File: src/rtl/mcs4_pkg.sv
// Shared constants and types for the MCS-4 bus sequencer.
package mcs4_pkg;

    // Subcycle indices; also the bit position in the one-hot state output.
    localparam int A1       = 0;
    localparam int A2       = 1;
    localparam int A3       = 2;
    localparam int M1       = 3;
    localparam int M2       = 4;
    localparam int X1       = 5;
    localparam int X2       = 6;
    localparam int X3       = 7;
    localparam int ONEHOT_W = 8;

    localparam logic [3:0] OPR_SRC = 4'h2;
    localparam logic [3:0] OPR_IO  = 4'hE;

    // Locked states share their encoding with the subcycle index so the
    // one-hot decode is a plain shift; UNLOCKED sits outside that range.
    typedef enum logic [3:0] {
        ST_A1       = 4'd0,
        ST_A2       = 4'd1,
        ST_A3       = 4'd2,
        ST_M1       = 4'd3,
        ST_M2       = 4'd4,
        ST_X1       = 4'd5,
        ST_X2       = 4'd6,
        ST_X3       = 4'd7,
        ST_UNLOCKED = 4'd8
    } seq_state_t;

    function automatic logic [ONEHOT_W-1:0] state_onehot(input seq_state_t s);
        if (s == ST_UNLOCKED) begin
            return '0;
        end
        return ONEHOT_W'(1) << s[2:0];
    endfunction

endpackage

File: src/rtl/mcs4_bus_seq_if.sv
// CPU-side bus signals observed by the sequencer and the decoded results.
interface mcs4_bus_seq_if;
    import mcs4_pkg::*;

    logic                PHI1_i;
    logic                PHI2_i;
    logic                SYNC_i;
    logic                CM_i;
    logic [3:0]          D_i;
    logic [ONEHOT_W-1:0] state_o;
    logic [11:0]         addr_o;
    logic [3:0]          opr_o;
    logic [3:0]          opa_o;
    logic                rom_drv_o;
    logic                sel_o;
    logic                io_o;
    logic                sync_err_o;

    modport master (
        output PHI1_i, PHI2_i, SYNC_i, CM_i, D_i,
        input  state_o, addr_o, opr_o, opa_o, rom_drv_o, sel_o, io_o, sync_err_o
    );

    modport slave (
        input  PHI1_i, PHI2_i, SYNC_i, CM_i, D_i,
        output state_o, addr_o, opr_o, opa_o, rom_drv_o, sel_o, io_o, sync_err_o
    );
endinterface

File: src/rtl/mcs4_phase_det.sv
// PHI2 edge detection and a "PHI1 seen since the last PHI2 fall" flag.
module mcs4_phase_det (
    input  logic clk_i,
    input  logic rst_i,
    input  logic i_phi1,
    input  logic i_phi2,
    output logic o_phi2_rise,
    output logic o_phi2_fall,
    output logic o_phi1_seen
);

    logic r_phi2_prev;
    logic r_phi1_seen;

    // Edge detects act on the clock where the new level is first sampled.
    assign o_phi2_rise = i_phi2 & ~r_phi2_prev;
    assign o_phi2_fall = ~i_phi2 & r_phi2_prev;
    // A PHI1 high on the current clock counts as seen.
    assign o_phi1_seen = r_phi1_seen | i_phi1;

    // PHI2 history and PHI1 flag; a PHI2 fall opens a new PHI1 window.
    always_ff @(posedge clk_i) begin
        if (rst_i) begin
            r_phi2_prev <= 1'b0;
            r_phi1_seen <= 1'b0;
        end else begin
            r_phi2_prev <= i_phi2;
            if (o_phi2_fall) begin
                r_phi1_seen <= i_phi1;
            end else begin
                r_phi1_seen <= r_phi1_seen | i_phi1;
            end
        end
    end

endmodule

File: src/rtl/mcs4_bus_seq.sv
// MCS-4 bus subcycle sequencer: tracks A1..X3, latches address/opcode,
// decodes ROM drive window, SRC chip select and I/O strobe.
module mcs4_bus_seq
    import mcs4_pkg::*;
#(
    parameter logic [3:0] CHIP_ID = 4'h0
) (
    input  logic           clk_i,
    input  logic           rst_i,
    mcs4_bus_seq_if.slave  bus
);

    logic w_phi2_rise;
    logic w_phi2_fall;
    logic w_phi1_seen;
    logic w_locked;
    logic w_fault;

    seq_state_t          r_state;
    seq_state_t          w_state_next;
    logic [ONEHOT_W-1:0] r_state_oh;
    logic [11:0]         r_addr;
    logic [3:0]          r_opr;
    logic [3:0]          r_opa;
    logic                r_cm_m2;
    logic                r_sel;
    logic                r_rom_drv;
    logic                r_io;
    logic                r_sync_err;

    mcs4_phase_det u_phase_det (
        .clk_i       (clk_i),
        .rst_i       (rst_i),
        .i_phi1      (bus.PHI1_i),
        .i_phi2      (bus.PHI2_i),
        .o_phi2_rise (w_phi2_rise),
        .o_phi2_fall (w_phi2_fall),
        .o_phi1_seen (w_phi1_seen)
    );

    assign w_locked = (r_state != ST_UNLOCKED);
    // Missing PHI1 before a PHI2 rise means the phase relationship is lost.
    assign w_fault  = w_phi2_rise & w_locked & ~w_phi1_seen;

    // Next subcycle: PHI1 fault drops lock, otherwise advance on PHI2 fall.
    always_comb begin
        w_state_next = r_state;
        if (w_fault) begin
            w_state_next = ST_UNLOCKED;
        end else if (w_phi2_fall) begin
            if (!w_locked) begin
                if (bus.SYNC_i) begin
                    w_state_next = ST_A1;
                end
            end else if (bus.SYNC_i || r_state == ST_X3) begin
                w_state_next = ST_A1;
            end else begin
                w_state_next = seq_state_t'(r_state + 4'd1);
            end
        end
    end

    // Sequencer state, bus captures and registered decode outputs.
    always_ff @(posedge clk_i) begin
        if (rst_i) begin
            r_state    <= ST_UNLOCKED;
            r_state_oh <= '0;
            r_addr     <= 12'h000;
            r_opr      <= 4'h0;
            r_opa      <= 4'h0;
            r_cm_m2    <= 1'b0;
            r_sel      <= 1'b0;
            r_rom_drv  <= 1'b0;
            r_io       <= 1'b0;
            r_sync_err <= 1'b0;
        end else begin
            r_state    <= w_state_next;
            r_state_oh <= state_onehot(w_state_next);
            r_rom_drv  <= ((w_state_next == ST_M1) || (w_state_next == ST_M2)) &&
                          (r_addr[11:10] == CHIP_ID[3:2]);
            r_io       <= w_phi2_fall && (r_state == ST_M2) && (r_opr == OPR_IO) &&
                          r_cm_m2 && r_sel;
            r_sync_err <= w_fault ||
                          (w_phi2_fall && bus.SYNC_i && w_locked && (r_state != ST_X3));
            if (w_phi2_rise && !w_fault) begin
                unique case (r_state)
                    ST_A1:   r_addr[3:0]  <= bus.D_i;
                    ST_A2:   r_addr[7:4]  <= bus.D_i;
                    ST_A3:   r_addr[11:8] <= bus.D_i;
                    ST_M1:   r_opr        <= bus.D_i;
                    ST_M2: begin
                        r_opa   <= bus.D_i;
                        r_cm_m2 <= bus.CM_i;
                    end
                    ST_X2: begin
                        if ((r_opr == OPR_SRC) && r_opa[0]) begin
                            r_sel <= (bus.D_i == CHIP_ID);
                        end
                    end
                    default: ;
                endcase
            end
        end
    end

    assign bus.state_o    = r_state_oh;
    assign bus.addr_o     = r_addr;
    assign bus.opr_o      = r_opr;
    assign bus.opa_o      = r_opa;
    assign bus.rom_drv_o  = r_rom_drv;
    assign bus.sel_o      = r_sel;
    assign bus.io_o       = r_io;
    assign bus.sync_err_o = r_sync_err;

endmodule

File: src/flat_wrapper.sv
// flat-port wrapper written by rule: the top's interface ports become plain ports
module mcs4_bus_seq_flat import mcs4_pkg::*;
#(
    parameter logic [3:0] CHIP_ID = 4'h0
)
  (clk_i, rst_i, bus_PHI1_i, bus_PHI2_i, bus_SYNC_i, bus_CM_i, bus_D_i, bus_state_o, bus_addr_o, bus_opr_o, bus_opa_o, bus_rom_drv_o, bus_sel_o, bus_io_o, bus_sync_err_o);
  mcs4_bus_seq_if bus_i ();
  input  logic clk_i;
  input  logic rst_i;
  input wire logic [$bits(bus_i.PHI1_i)-1:0] bus_PHI1_i;
  input wire logic [$bits(bus_i.PHI2_i)-1:0] bus_PHI2_i;
  input wire logic [$bits(bus_i.SYNC_i)-1:0] bus_SYNC_i;
  input wire logic [$bits(bus_i.CM_i)-1:0] bus_CM_i;
  input wire logic [$bits(bus_i.D_i)-1:0] bus_D_i;
  output wire logic [$bits(bus_i.state_o)-1:0] bus_state_o;
  output wire logic [$bits(bus_i.addr_o)-1:0] bus_addr_o;
  output wire logic [$bits(bus_i.opr_o)-1:0] bus_opr_o;
  output wire logic [$bits(bus_i.opa_o)-1:0] bus_opa_o;
  output wire logic [$bits(bus_i.rom_drv_o)-1:0] bus_rom_drv_o;
  output wire logic [$bits(bus_i.sel_o)-1:0] bus_sel_o;
  output wire logic [$bits(bus_i.io_o)-1:0] bus_io_o;
  output wire logic [$bits(bus_i.sync_err_o)-1:0] bus_sync_err_o;
  assign bus_i.PHI1_i = bus_PHI1_i;
  assign bus_i.PHI2_i = bus_PHI2_i;
  assign bus_i.SYNC_i = bus_SYNC_i;
  assign bus_i.CM_i = bus_CM_i;
  assign bus_i.D_i = bus_D_i;
  assign bus_state_o = bus_i.state_o;
  assign bus_addr_o = bus_i.addr_o;
  assign bus_opr_o = bus_i.opr_o;
  assign bus_opa_o = bus_i.opa_o;
  assign bus_rom_drv_o = bus_i.rom_drv_o;
  assign bus_sel_o = bus_i.sel_o;
  assign bus_io_o = bus_i.io_o;
  assign bus_sync_err_o = bus_i.sync_err_o;
  mcs4_bus_seq #(.CHIP_ID(CHIP_ID)) u_core (.clk_i(clk_i), .rst_i(rst_i), .bus(bus_i));
endmodule
File: config.mk
export PLATFORM = sky130hd
export DESIGN_NAME = mcs4_bus_seq_flat
export DESIGN_NICKNAME = d
export VERILOG_FILES = /design/src/rtl/mcs4_pkg.sv /design/src/rtl/mcs4_bus_seq_if.sv /design/src/rtl/mcs4_phase_det.sv /design/src/rtl/mcs4_bus_seq.sv /design/src/flat_wrapper.sv
export SDC_FILE = /design/constraint.sdc
export NUM_CORES = 1
export LEC_CHECK = 0
export ABC_AREA = 1
export BUFFER_PORTS_ARGS = -buffer_cell sky130_fd_sc_hd__buf_2
export CORE_MARGIN = 2
export CORE_UTILIZATION = 40
export CTS_CLUSTER_SIZE = 24
export DETAILED_ROUTE_END_ITERATION = 10
export MAX_ROUTING_LAYER = met4
export PLACE_DENSITY = 0.66
export SETUP_SLACK_MARGIN = 0.3
export SKIP_LAST_GASP = 1
export SLEW_MARGIN = 5
export SYNTH_ARGS = -nofsm -noshare
export SYNTH_HDL_FRONTEND = slang
export SYNTH_SLANG_ARGS = --single-unit
File: constraint.sdc
create_clock -name clk_i -period 1.45 [get_ports clk_i]
set_input_delay 0.435 -clock clk_i [delete_from_list [all_inputs] [get_ports clk_i]]
set_output_delay 0.435 -clock clk_i [all_outputs]
set_load 0.01 [all_outputs]
== Word level (Yosys, flattened, before mapping) ==
Index checks and enable logic that the tools add are counted.
Widths: inputs -> output; s select.

* Bits in registers: 39
* Input port bits: 10
* Output and inout bits: 32
* Word-level logic and storage cells: 70

* Add/subtract/negate cells: 1
* Equality and inequality tests: 13
* Shift-type cells: 1
* Multiplexer cells: 10
* Bitwise logic cells: 8
* Reductions and logical operators: 23

{| class="wikitable"
|+ Operator list
! kind !! count
|-
| $mux 4 || 5
|-
| $eq 4x2->1 const B || 4
|-
| $eq 4x3->1 const B || 4
|-
| $mux 8 || 2
|-
| $logic_and 1x1->1 || 10
|-
| $reduce_and 2->1 || 5
|-
| $eq 4x4->1 const B || 2
|-
| $logic_not 4->1 || 2
|-
| $shl 1x3->8 const A || 1
|-
| $add 4x1->4 const B || 1
|-
| $and 1x1->1 || 4
|-
| $eq 4x1->1 const B || 1
|-
| $ne 4x3->1 const B || 1
|-
| $ne 4x4->1 const B || 1
|-
| $logic_or 1x1->1 || 3
|-
| $mux 1 || 3
|-
| $not 1->1 || 3
|-
| $reduce_and 3->1 || 1
|-
| $logic_not 2->1 || 1
|-
| $logic_not 1->1 || 1
|-
| $or 1x1->1 || 1
|}

== Logic depth before layout (Yosys ltp) ==
Gate-level depths: netlist (run 1).

* Depth after elaboration: 10
* Gate-level depth with buffers: 12
* Mapped depth without buffers: 12

== Modules after synthesis ==
Synthesis (run 1) repeated with hierarchy kept, for this count alone.

* Cell total of the unflattened synthesis: 208
* Area total of the unflattened synthesis: 1662.8 um^2

{| class="wikitable"
|+ Modules (own cells, without submodules)
! module !! times used !! cells an instance !! area an instance (um^2) !! sequential area each (um^2)
|-
| mcs4_bus_seq || 1 || 196 || 1579.0 || 740.7
|-
| mcs4_phase_det || 1 || 12 || 83.8 || 40.0
|}

== Worst setup path before layout (run 1) ==
No wires, ideal clock.

* Path type: register -> register
* From: register u_core.r_state[0]
* To: register u_core.r_opa[0], in the netlist u_core.bus.opa_o[0]
* Setup time: 0.116 ns
* Arrival time: 1.484 ns
* Required time: 1.334 ns
* Slack: -0.150 ns
* Stages on the path, launching flop included: 12
* Path buffers: 0
* Period minus slack after synthesis: 1.600 ns
* Cells stage by stage: dfxtp_1 inv_1 ha_1 nand2_1 nor2_2 inv_1 nand2_4 nand3_4 inv_2 nand3_2 o21ai_0 nor2_1

* Cells in the longest elaborated chain, start to end: 6
* Elaborated cells on any way between the ends: 7
* Those cells by class: eq/ne: 2; bitwise: 2; reduce/logical: 3

{| class="wikitable"
|+ Ends and longest elaborated chain
! item !! line !! RTL
|-
| start: declaration || mcs4_bus_seq.sv:19 || <nowiki>seq_state_t r_state;</nowiki>
|-
| start signal: assignment || mcs4_bus_seq.sv:77 || <nowiki>r_state <= w_state_next;</nowiki>
|-
| $ne 4x4->1 || mcs4_bus_seq.sv:41 || <nowiki>assign w_locked = (r_state != ST_UNLOCKED);</nowiki>
|-
| $and 1x1->1 (2 in series) || mcs4_bus_seq.sv:43 || <nowiki>assign w_fault = w_phi2_rise & w_locked & ~w_phi1_seen;</nowiki>
|-
| $logic_not 1->1 || mcs4_bus_seq.sv:85 || <nowiki>if (w_phi2_rise && !w_fault) begin</nowiki>
|-
| $logic_and 1x1->1 || mcs4_bus_seq.sv:85 ||
|-
| $reduce_and 2->1 (no source line) (*) || n/a ||
|-
| end signal: assignment || mcs4_bus_seq.sv:92 || <nowiki>r_opa <= bus.D_i;</nowiki>
|-
| end: declaration || mcs4_bus_seq.sv:24 || <nowiki>logic [3:0] r_opa;</nowiki>
|}

Mark *: on every way between the ends. The rest lies on a longest branch, timed or not.
A chain may end at the register's enable or synchronous reset.

== Worst setup path in the final report (run 1) ==
* From: register u_core.r_state[1]
* To: register u_core.r_state_oh[6], in the netlist u_core.bus.state_o[6]

* Cells in the longest elaborated chain, start to end: 10
* Elaborated cells on any way between the ends: 16
* Those cells by class: add/sub: 1; eq/ne: 3; shift: 1; mux: 8; bitwise: 2; reduce/logical: 1

{| class="wikitable"
|+ Ends and longest elaborated chain
! item !! line !! RTL
|-
| parallel branches: the longest is 5 deep, another holds $add 4x1->4 || n/a ||
|-
| $mux 4 (*) || mcs4_bus_seq.sv:48 || <nowiki>if (w_fault) begin</nowiki>
|-
| $eq 4x4->1 || mcs4_pkg.sv:33 || <nowiki>if (s == ST_UNLOCKED) begin</nowiki>
|-
| $mux 1 || mcs4_pkg.sv:33 ||
|-
| $mux 1 || mcs4_bus_seq.sv:65 || <nowiki>if (rst_i) begin</nowiki>
|-
| $mux 8 (*) || mcs4_pkg.sv:36 || <nowiki>return ONEHOT_W'(1) << s[2:0];</nowiki>
|-
| end signal: assignment || mcs4_bus_seq.sv:78 || <nowiki>r_state_oh <= state_onehot(w_state_next);</nowiki>
|-
| end: declaration || mcs4_bus_seq.sv:21 || <nowiki>logic [ONEHOT_W-1:0] r_state_oh;</nowiki>
|}

Mark *: on every way between the ends. The select of a mux whose other input is x is not followed.

==> results.toml, run 1 <==
[timing]
slew_viol_final = 0
tightest_slew_ns = 0.3445
setup-tns-final_ns = -2.570
period_share_pct = 111.4
fin_ws_ns = -0.1646
maxSlewHeadroom_pct = 76.82
hold_viol_final = 0
rsz0062_at_grt = "yes"
min_period_ns = 1.615
finalSetupViolations = 31
skew_ns = 0.003759
fmax_ghz = 0.6194

[floorplanning]
start_util_pct = 41.26
die_h_um = 67.77
num_rows = 23
io_pins = 42
die_w_um = 67.77
core-area_um2 = 3943
dieArea_um2 = 4593

[route]
drc_errors = 0
vias_per_cell = 4.718
wl_per_cell_um = 11.51
wl_um = 4085
final_antenna_net_count = 0
firstDrtPassIters = 4
via_count = 1675
drtIter0Drc = 91

[global_route]
grt_util_all_layers_pct = 19.35
antenna_found_initial = 0
grt_pass1_vias = 1509
grt_max_degree = 16
grt_pass1_wl_um = 6465
grt.overflow.total = 0

[cells_and_area]
n_antenna_cell = 0
final_area_um2 = 2655
nNetsFinal = 318
area_growth_pct = 63.23
drive_gt1_share_pct = 56.39

[place]
place_area_um2 = 2092
hpwl_um = 2706
gp_congestion = 0.8625
io_buffers = 41

[clock_network]
numCtsBuffers = 5
root_buffer = "clkbuf_8"
clkLatencyLatePin_ns = 0.29
cts_hold_buf = 0
cts.clk_slew.worst_paths_ns = 0.07
clockBufferDepth = 2
clkSinkCount = 39
h-tree-depth = 2
cts_tree = "done"

[status]
status = "finished, violations left"
failed_checks = "setup timing"

[synth]
synth.avg_cell_area_um2 = 7.393
syn-num-nets = 234
ys_warn_count = 0
ys_types = 22
netlist_area_um2 = 1627
yosys.area.top_type = "dfxtp_1"
ys_ff_latch = 39
yosys-top-cells-area = "dfxtp_1, nor2_1, nand2_1"
synth_top_area_share_pct = 48.00
seq_area_frac_synth_pct = 48.00
synthCells = 220

[power_and_ir_drop]
power.density_nw_per_um2 = 747.8
combPwrFrac_pct = 9.1
p_clk_share_pct = 36.3
p_sw_mw = 0.4979
switching_share_pct = 25.08
ir_worst_vdd_uv = 501.2
p_int_mw = 1.487
power_leakage_nw = 1.237
seqPwrFrac_pct = 54.6

[worst_setup_path]
path_max_fanout = 4
reg2reg_to = "u_core.bus.state_o[6]"
r2r_start = "u_core.r_state[1]"
crit_family = "simple AND/OR/NAND/NOR gates"
cp_cell_sequence = "inv_4 -> ha_4 -> nand2_4 -> nor2_4 -> buf_4 -> nor2_1 -> nand2_1 -> nand2_2 -> buf_4 -> buf_4 -> nor3_2"
end_kind = "flop"
r2r_slack_ns = -0.16
worst_path_max_delay_cell = "dfxtp_4"
path_depth = 11
max_stage_delay_ns = 0.37
reg2reg_depth = 11
cp-start-kind = "flop"
cpMostUsedCell = "buf_4"
crit_buf_inv = 4
arrival_ns = 1.84
cp.required_ns = 1.68
timing.setup.critical_path_class = "flop to flop"

[hold_path]
hold_end = "u_core.u_phase_det.r_phi1_seen"
worstHoldStart = "bus_PHI1_i"
hold_depth = 3
min_path_type = "input port to flop"

[run]
maxCapViolations = 0
## layout by cell type, fill, tap and decap left out, types with 2 or more instances in the layout
cell type  Yosys  layout
nor2_4         1       3
o21ai_1        0       8
dfxtp_2        0      25
a21oi_1        6       5
buf_2          0      17
buf_4          0      36
nand2_2        0      10
ha_1           4       3
o21ai_2        0      13
clkbuf_8       0       5
nand2_4        1       4
nor2_2         1       4
inv_2          1       8
inv_1         30      19
nor4_1         2       2
buf_6          0      26
nand3_1        6       6
dfxtp_1       39      12
nor2_1        58      53
nand3_4        2       3
nand4_1        4       4
nand2_1       31      17
nor3_2         0       4
inv_4          0       3
dfxtp_4        0       2
a21oi_2        1       2
## kinds of logic (layout without fill, tap and decap cells)
kind of cell / Yosys count / in the layout / share of synthesized area [%]
flip-flops: 39 / 39 / 48.00
adder cells (fa/ha/maj): 4 / 4 / 3.077
AO/OA/AOI/OAI: 30 / 30 / 9.693
XOR/XNOR: 1 / 1 / 0.5386
buffers and inverters: 34 / 119 / 7.923
AND/OR/NAND/NOR: 112 / 112 / 30.77
## timing repair
action	CTS	global route
setup endpoints to repair	69	69
gates resized for setup	68	32
buffers inserted	13	4
pin swaps	15	12
## registers in the layout (all words and copies together), names as in the netlist, 4 cells and up
signal,flops
u_core.r_state,4
u_core.bus.addr_o,12
u_core.bus.state_o,8
u_core.bus.opa_o,4
u_core.bus.opr_o,4
## how the worst max path moves through the flow
stage,slack [ns],endpoint,from
finish,-0.16,u_core.bus.state_o[6],u_core.r_state[1]
CTS,-0.08,u_core.bus.opa_o[3],u_core.r_state[0]
global route,-0.25,u_core.bus.state_o[6],u_core.r_state[1]
floorplan,-0.02,u_core.bus.opa_o[0],u_core.r_state[1]
detailed placement,-0.13,u_core.bus.opr_o[3],bus_PHI1_i
global placement,-0.11,u_core.bus.opr_o[2],bus_PHI1_i
## power by group through the flow
stage                     clock, mW  combinational, mW  sequential (mW)
after detailed placement          0              0.146             1.11
after floorplan                   0             0.0766             1.11
final                         0.720              0.181             1.08
after CTS                     0.733              0.166             1.09
after global routing          0.778              0.201             1.09
after global placement            0              0.145             1.11
## metrics by stage
stage	setup slack, ns	util, %	hold slack, ns	total power [mW]	cells
after floorplan	-0.02488	-	0.4539	1.191	220
after global placement	-0.1076	53.06	0.4563	1.256	330
after detailed placement	-0.1271	53.06	0.4687	1.257	330
after CTS	-0.08497	63.73	0.3804	1.987	351
after global routing	-0.2476	67.34	0.3846	2.064	355
final	-0.1646	67.34	0.3869	1.985	355
## area by class of cell
cell class              count  area, um2
clock buffers               6      72.57
clock inverters             2      12.51
fillers                   324       1287
inverters                  32      137.6
multi-input cells         147      902.1
flip-flops and latches     39      819.5
well taps                  50      62.56
repair buffers             79      648.1
## worst register-to-register path, cell delays in order, from the launching register on
cell,delay (ns)
dfxtp_4,0.37
inv_4,0.06
ha_4,0.14
nand2_4,0.05
nor2_4,0.16
buf_4,0.14
nor2_1,0.03
nand2_1,0.11
nand2_2,0.10
buf_4,0.14
buf_4,0.12
nor3_2,0.13
## metal layers
layer / track usage (%) / wire length (um) / vias up
met2: 31.99 / 2070 / 54
met3: 5.000 / 214 / 9
li1: - / - / 862
met5: - / 0 / -
met4: 6.750 / 68 / 0
met1: 22.77 / 1731 / 750
## synth_stat cells
cell       instances
o2111ai_1          1
clkinv_2           1
nor4_1             2
nor2_4             1
nand3_4            2
a21oi_2            1
o21ai_0           22
ha_1               4
a21oi_1            6
clkbuf_1           2
inv_1             30
nand3_2            1
nand2_1           31
nand2_4            1
xor2_1             1
nor2_1            58
inv_2              1
nor3_1             5
nor2_2             1
dfxtp_1           39
nand4_1            4
nand3_1            6
Power figures use the tool's default switching activity.
==> run 2: changes to the inputs <==
--- a/config.mk
+++ b/config.mk
@@ -7,12 +7,14 @@
 export LEC_CHECK = 0
 export ABC_AREA = 1
 export BUFFER_PORTS_ARGS = -buffer_cell sky130_fd_sc_hd__buf_2
+export CELL_PAD_IN_SITES_DETAIL_PLACEMENT = 0
+export CELL_PAD_IN_SITES_GLOBAL_PLACEMENT = 1
 export CORE_MARGIN = 2
-export CORE_UTILIZATION = 40
+export CORE_UTILIZATION = 33
 export CTS_CLUSTER_SIZE = 24
 export DETAILED_ROUTE_END_ITERATION = 10
 export MAX_ROUTING_LAYER = met4
-export PLACE_DENSITY = 0.66
+export PLACE_DENSITY = 0.77
 export SETUP_SLACK_MARGIN = 0.3
 export SKIP_LAST_GASP = 1
 export SLEW_MARGIN = 5
==> run 2 against run 1 <==
The run still ends with setup timing left. Critical path depth did not move. Power grew 10%. Die area grew 20%. Worst hold slack better by 0.0011 ns. Clock power rose by 26%. Design area up 4.3%. Non-clock buffer count up 1.
==> results.toml, run 2 (synthesis gave the netlist of run 1 again) <==
[route]
wl_um = 4117
final_antenna_net_count = 0
wl_per_cell_um = 11.04
via_count = 1645
drtIter0Drc = 52
firstDrtPassIters = 4
drc_errors = 0
vias_per_cell = 4.410

[timing]
finalSetupViolations = 31
fin_ws_ns = -0.1031
min_period_ns = 1.553
fmax_ghz = 0.6439
maxSlewHeadroom_pct = 76.82
period_share_pct = 107.1
skew_ns = 0.005382
rsz0062_at_grt = "yes"
slew_viol_final = 0
tightest_slew_ns = 0.3440
hold_viol_final = 0
whs_ns = 0.3880

[power_and_ir_drop]
p_sw_mw = 0.5140
switching_share_pct = 23.49
ir_worst_vdd_uv = 419.2
power_leakage_nw = 1.277
seqPwrFrac_pct = 49.6
combPwrFrac_pct = 8.9
power.density_nw_per_um2 = 789.8
p_int_mw = 1.674
p_clk_share_pct = 41.5

[cells_and_area]
layout_commonest_cell = "nor2_1"
nNetsFinal = 319
multiInputGateArea_um2 = 925.9
area_growth_pct = 70.31
nFillCells = 444
mostFrequentLayoutCells = "nor2_1, buf_4, buf_6"
regArea_um2 = 819.5
n_antenna_cell = 0
largest_reg_flops = 12
post-route-util_pct = 58.65
drive_gt1_share_pct = 56.86

[clock_network]
h-tree-depth = 2
cts_tree = "done"
clkLatencyLatePin_ns = 0.29
clkSinkCount = 39
cts.clk_slew.worst_paths_ns = 0.08
clockBufferDepth = 2
root_buffer = "clkbuf_8"
numCtsBuffers = 5
cts_hold_buf = 0

[run]
maxCapViolations = 0

[worst_setup_path]
timing.setup.critical_path_class = "flop to flop"
path_max_fanout = 6
worst_path_max_delay_cell = "dfxtp_4"
cp.required_ns = 1.64
arrival_ns = 1.74
max_stage_delay_ns = 0.37
end_kind = "flop"
cp-start-kind = "flop"
cp_cell_sequence = "inv_4 -> ha_4 -> nand2_4 -> nor2_4 -> inv_2 -> nand2_4 -> nand3_4 -> inv_8 -> nand3_4 -> o21ai_1 -> nor2_1"

[floorplanning]
dieArea_um2 = 5506
num_rows = 25
die_h_um = 74.21
die_w_um = 74.21
io_pins = 42
start_util_pct = 34.44
core-area_um2 = 4723

[status]
status = "finished, violations left"
failed_checks = "setup timing"

[global_route]
antenna_found_initial = 0
grt_pass1_vias = 1475
grt.overflow.total = 0
grt_pass1_wl_um = 6603
grt_max_degree = 20
grt_util_all_layers_pct = 16.25

[hold_path]
min_path_type = "input port to flop"

[place]
hpwl_um = 2836
gp_congestion = 0.7702
io_buffers = 41
run 2: cell types whose count changed in the layout (fill, tap and decap cells not counted), sizes merged:
cell | before | now
buf | 79 | 80
clkinvlp | 1 | 0
clkbuf | 6 | 5
inv | 31 | 32
bufinv | 0 | 1
run 2: path summary, 6_finish.rpt:
check / slack [ns] / start / endpoint / depth (start not counted)
setup / recovery: -0.10 / u_core.r_state[0] / u_core.bus.opa_o[2] / 11
hold / removal: 0.39 / bus_PHI1_i / u_core.u_phase_det.r_phi1_seen / 3
setup reg to reg: -0.10 / u_core.r_state[0] / u_core.bus.opa_o[2] / 11
hold reg to reg: 0.48 / u_core.bus.addr_o[7] / u_core.bus.addr_o[7] / 2
run 2: final cells by class:
cell class                 count  area share, %
clock inverter                 3          1.581
clock buffer                   5          2.484
timing repair buffer          80          24.84
sequential                    39          29.58
inverter                      32          5.059
tap                           67          3.026
multi-input combinational    147          33.42
run 2: worst max-delay path, delay by kind of cell, from the launching register on:
kind | cells | cell delay (ns)
compound gates | 1 | 0.16
simple gates | 6 | 0.55
buf+inv | 3 | 0.23
flops | 1 | 0.37
fa+ha+maj | 1 | 0.14
run 2: what timing repair did:
item	4_1_cts	5_1_grt
endpoints found under the setup margin	69	69
pin swaps	7	18
buffers inserted	12	4
gates resized for setup	63	47
run 2: per-stage QoR:
stage	instances	area, um2	TNS (ns)	power (mW)	worst slack [ns]
after floorplan	220	1674	-0.1264	1.191	-0.02488
after global placement	349	2141	-3.022	1.267	-0.1342
after detailed placement	349	2141	-3.547	1.267	-0.1613
after CTS	369	2554	-1.992	2.198	-0.09621
after global routing	373	2770	-4.802	2.282	-0.2065
final	373	2770	-1.891	2.188	-0.1031
run 2: power groups by stage:
stage / sequential [mW] / clock, mW / combinational, mW
2_1_floorplan: 1.11 / 0 / 0.0766
3_3_place_gp: 1.11 / 0 / 0.155
3_5_place_dp: 1.11 / 0 / 0.155
4_1_cts: 1.09 / 0.939 / 0.172
5_1_grt: 1.09 / 0.982 / 0.213
6_report: 1.09 / 0.908 / 0.194
run 2: per-layer routing:
layer  track usage [%]  vias up  wire length, um
li1                  -      865                -
met1             20.10      738             1988
met2             25.20       35             1901
met3             4.607        7              170
met4             6.061        0               55
met5                 -        -                0
==> run 3: changes to the inputs <==
--- a/config.mk
+++ b/config.mk
@@ -15,7 +15,6 @@
 export DETAILED_ROUTE_END_ITERATION = 10
 export MAX_ROUTING_LAYER = met4
 export PLACE_DENSITY = 0.77
-export SETUP_SLACK_MARGIN = 0.3
 export SKIP_LAST_GASP = 1
 export SLEW_MARGIN = 5
 export SYNTH_ARGS = -nofsm -noshare
==> run 3 against run 2 <==
Worst hold slack improved by 0.0015 ns. Largest cell class unchanged. Largest power group unchanged. Via count decreased by 1.3%. Routed wire length shrank 3.6%. Count of clock-buffer cells in the layout unchanged. First-iteration DRC count fell by 13%. Sequential power about the same. Global-route usage down 0.84 points. Register-to-register slack is essentially flat. The flow still finishes with violations (setup timing). Critical path depth is the same. Core utilization fell by 5.3 points. Flip-flop and latch count did not move.
==> results.toml, run 3 (synthesis gave the netlist of run 1 again) <==
[status]
status = "finished, violations left"
failed_checks = "setup timing"

[clock_network]
numCtsBuffers = 5
root_buffer = "clkbuf_8"
cts.clk_slew.worst_paths_ns = 0.08
h-tree-depth = 2
cts_hold_buf = 0
clockBufferDepth = 2
clkLatencyLatePin_ns = 0.29
clkSinkCount = 39
cts_tree = "done"

[route]
via_count = 1623
wl_um = 3969
drtIter0Drc = 45
drc_errors = 0
vias_per_cell = 4.459
firstDrtPassIters = 4
final_antenna_net_count = 0
wl_per_cell_um = 10.90

[timing]
hold_viol_final = 0
min_period_ns = 1.545
rsz0062_at_grt = "yes"
tightest_slew_ns = 0.2698
slew_viol_final = 0
finalSetupViolations = 31
maxSlewHeadroom_pct = 81.84
fin_ws_ns = -0.09457
whs_ns = 0.3895
skew_ns = 0.004312
fmax_ghz = 0.6474
period_share_pct = 106.5

[power_and_ir_drop]
switching_share_pct = 23.52
combPwrFrac_pct = 8.4
power.density_nw_per_um2 = 863.3
p_int_mw = 1.664
seqPwrFrac_pct = 49.8
p_sw_mw = 0.5118
p_clk_share_pct = 41.8
power_leakage_nw = 1.184
ir_worst_vdd_uv = 341.0

[cells_and_area]
area_growth_pct = 54.92
post-route-util_pct = 53.35
n_antenna_cell = 0
layout_commonest_cell = "nor2_1"
final_cells = 364
nFillCells = 466
mostFrequentLayoutCells = "nor2_1, buf_2, dfxtp_1"
largest_reg_flops = 12
final_area_um2 = 2520
drive_gt1_share_pct = 47.81
nNetsFinal = 310

[global_route]
antenna_found_initial = 0
grt_pass1_wl_um = 6327
grt_pass1_vias = 1408
grt_util_all_layers_pct = 15.41
grt.overflow.total = 0
grt_max_degree = 27

[worst_setup_path]
max_stage_delay_ns = 0.37
reg2reg_depth = 11
crit_family = "simple AND/OR/NAND/NOR gates"
crit_buf_inv = 3
arrival_ns = 1.73
cp.required_ns = 1.64
cp_cell_sequence = "inv_4 -> ha_4 -> nand2_4 -> nor2_4 -> inv_2 -> nand2_4 -> nand3_4 -> inv_8 -> nand3_4 -> o21ai_1 -> nor2_1"
timing.setup.critical_path_class = "flop to flop"
r2r_start = "u_core.r_state[0]"
cp-start-kind = "flop"
end_kind = "flop"
r2r_slack_ns = -0.09
path_depth = 11
path_max_fanout = 6
reg2reg_to = "u_core.r_cm_m2"
worst_path_max_delay_cell = "dfxtp_4"

[place]
dp_slack_ns = -0.1469
hpwl_um = 2751
io_buffers = 41
gp_congestion = 0.7611
placed_cells = 345
place_area_um2 = 2106

[floorplanning]
dieArea_um2 = 5506
die_h_um = 74.21
die_w_um = 74.21
io_pins = 42
num_rows = 25
start_util_pct = 34.44
core-area_um2 = 4723

[hold_path]
hold_end = "u_core.u_phase_det.r_phi1_seen"
hold_depth = 3
min_path_type = "input port to flop"
worstHoldStart = "bus_PHI1_i"

[run]
maxCapViolations = 0
[run 3: worst reg2reg max path, stage by stage, from the launching register on]
cell     delay (ns)
dfxtp_4        0.37
inv_4          0.06
ha_4           0.14
nand2_4        0.05
nor2_4         0.12
inv_2          0.07
nand2_4        0.09
nand3_4        0.11
inv_8          0.11
nand3_4        0.12
o21ai_1        0.15
nor2_1         0.05
[run 3: routing by layer]
metal / GRT usage (%) / share of wire, %
met1: 19.77 / 48
met2: 23.61 / 46
met3: 4.201 / 5.6
met4: 4.848 / 1.1
met5: - / 0
[run 3: through the flow]
| step | TNS (ns) | total power [mW] |
|---|---|---|
| floorplan | -0.1264 | 1.190 |
| global placement | -2.955 | 1.259 |
| detailed placement | -3.341 | 1.259 |
| CTS | -1.333 | 2.186 |
| global route | -4.446 | 2.266 |
| finish | -1.465 | 2.175 |
[run 3: final cells by class]
type / instances / area [um2] / area share, %
clock inverter: 3 / 43.79 / 1.738
inverter: 32 / 140.1 / 5.561
sequential: 39 / 788.3 / 31.28
tap: 67 / 83.83 / 3.327
timing repair buffer: 71 / 466.7 / 18.52
clock buffer: 5 / 68.82 / 2.731
multi-input combinational: 147 / 928.4 / 36.84
[run 3: timing repair]
action	4_1_cts	5_1_grt
setup endpoints to repair	31	33
setup buffers	4	7
cloned	0	0
pin swaps	10	17
resized for setup	18	43
[run 3: worst max path at each step]
stage                                     end  slack, ns               from
final                          u_core.r_cm_m2      -0.09  u_core.r_state[0]
after detailed placement  u_core.bus.opa_o[0]      -0.15  u_core.r_state[1]
after CTS                      u_core.r_cm_m2      -0.08  u_core.r_state[0]
after floorplan           u_core.bus.opa_o[0]      -0.02  u_core.r_state[1]
after global placement    u_core.bus.opa_o[0]      -0.13  u_core.r_state[1]
after global routing      u_core.bus.opa_o[0]      -0.18  u_core.r_state[0]
[run 3: power groups by stage]
stage	Combinational [mW]	Sequential, mW	Clock, mW
6_report	0.183	1.08	0.909
5_1_grt	0.201	1.09	0.980
4_1_cts	0.160	1.09	0.940
3_5_place_dp	0.147	1.11	0
3_3_place_gp	0.147	1.11	0
2_1_floorplan	0.0759	1.11	0
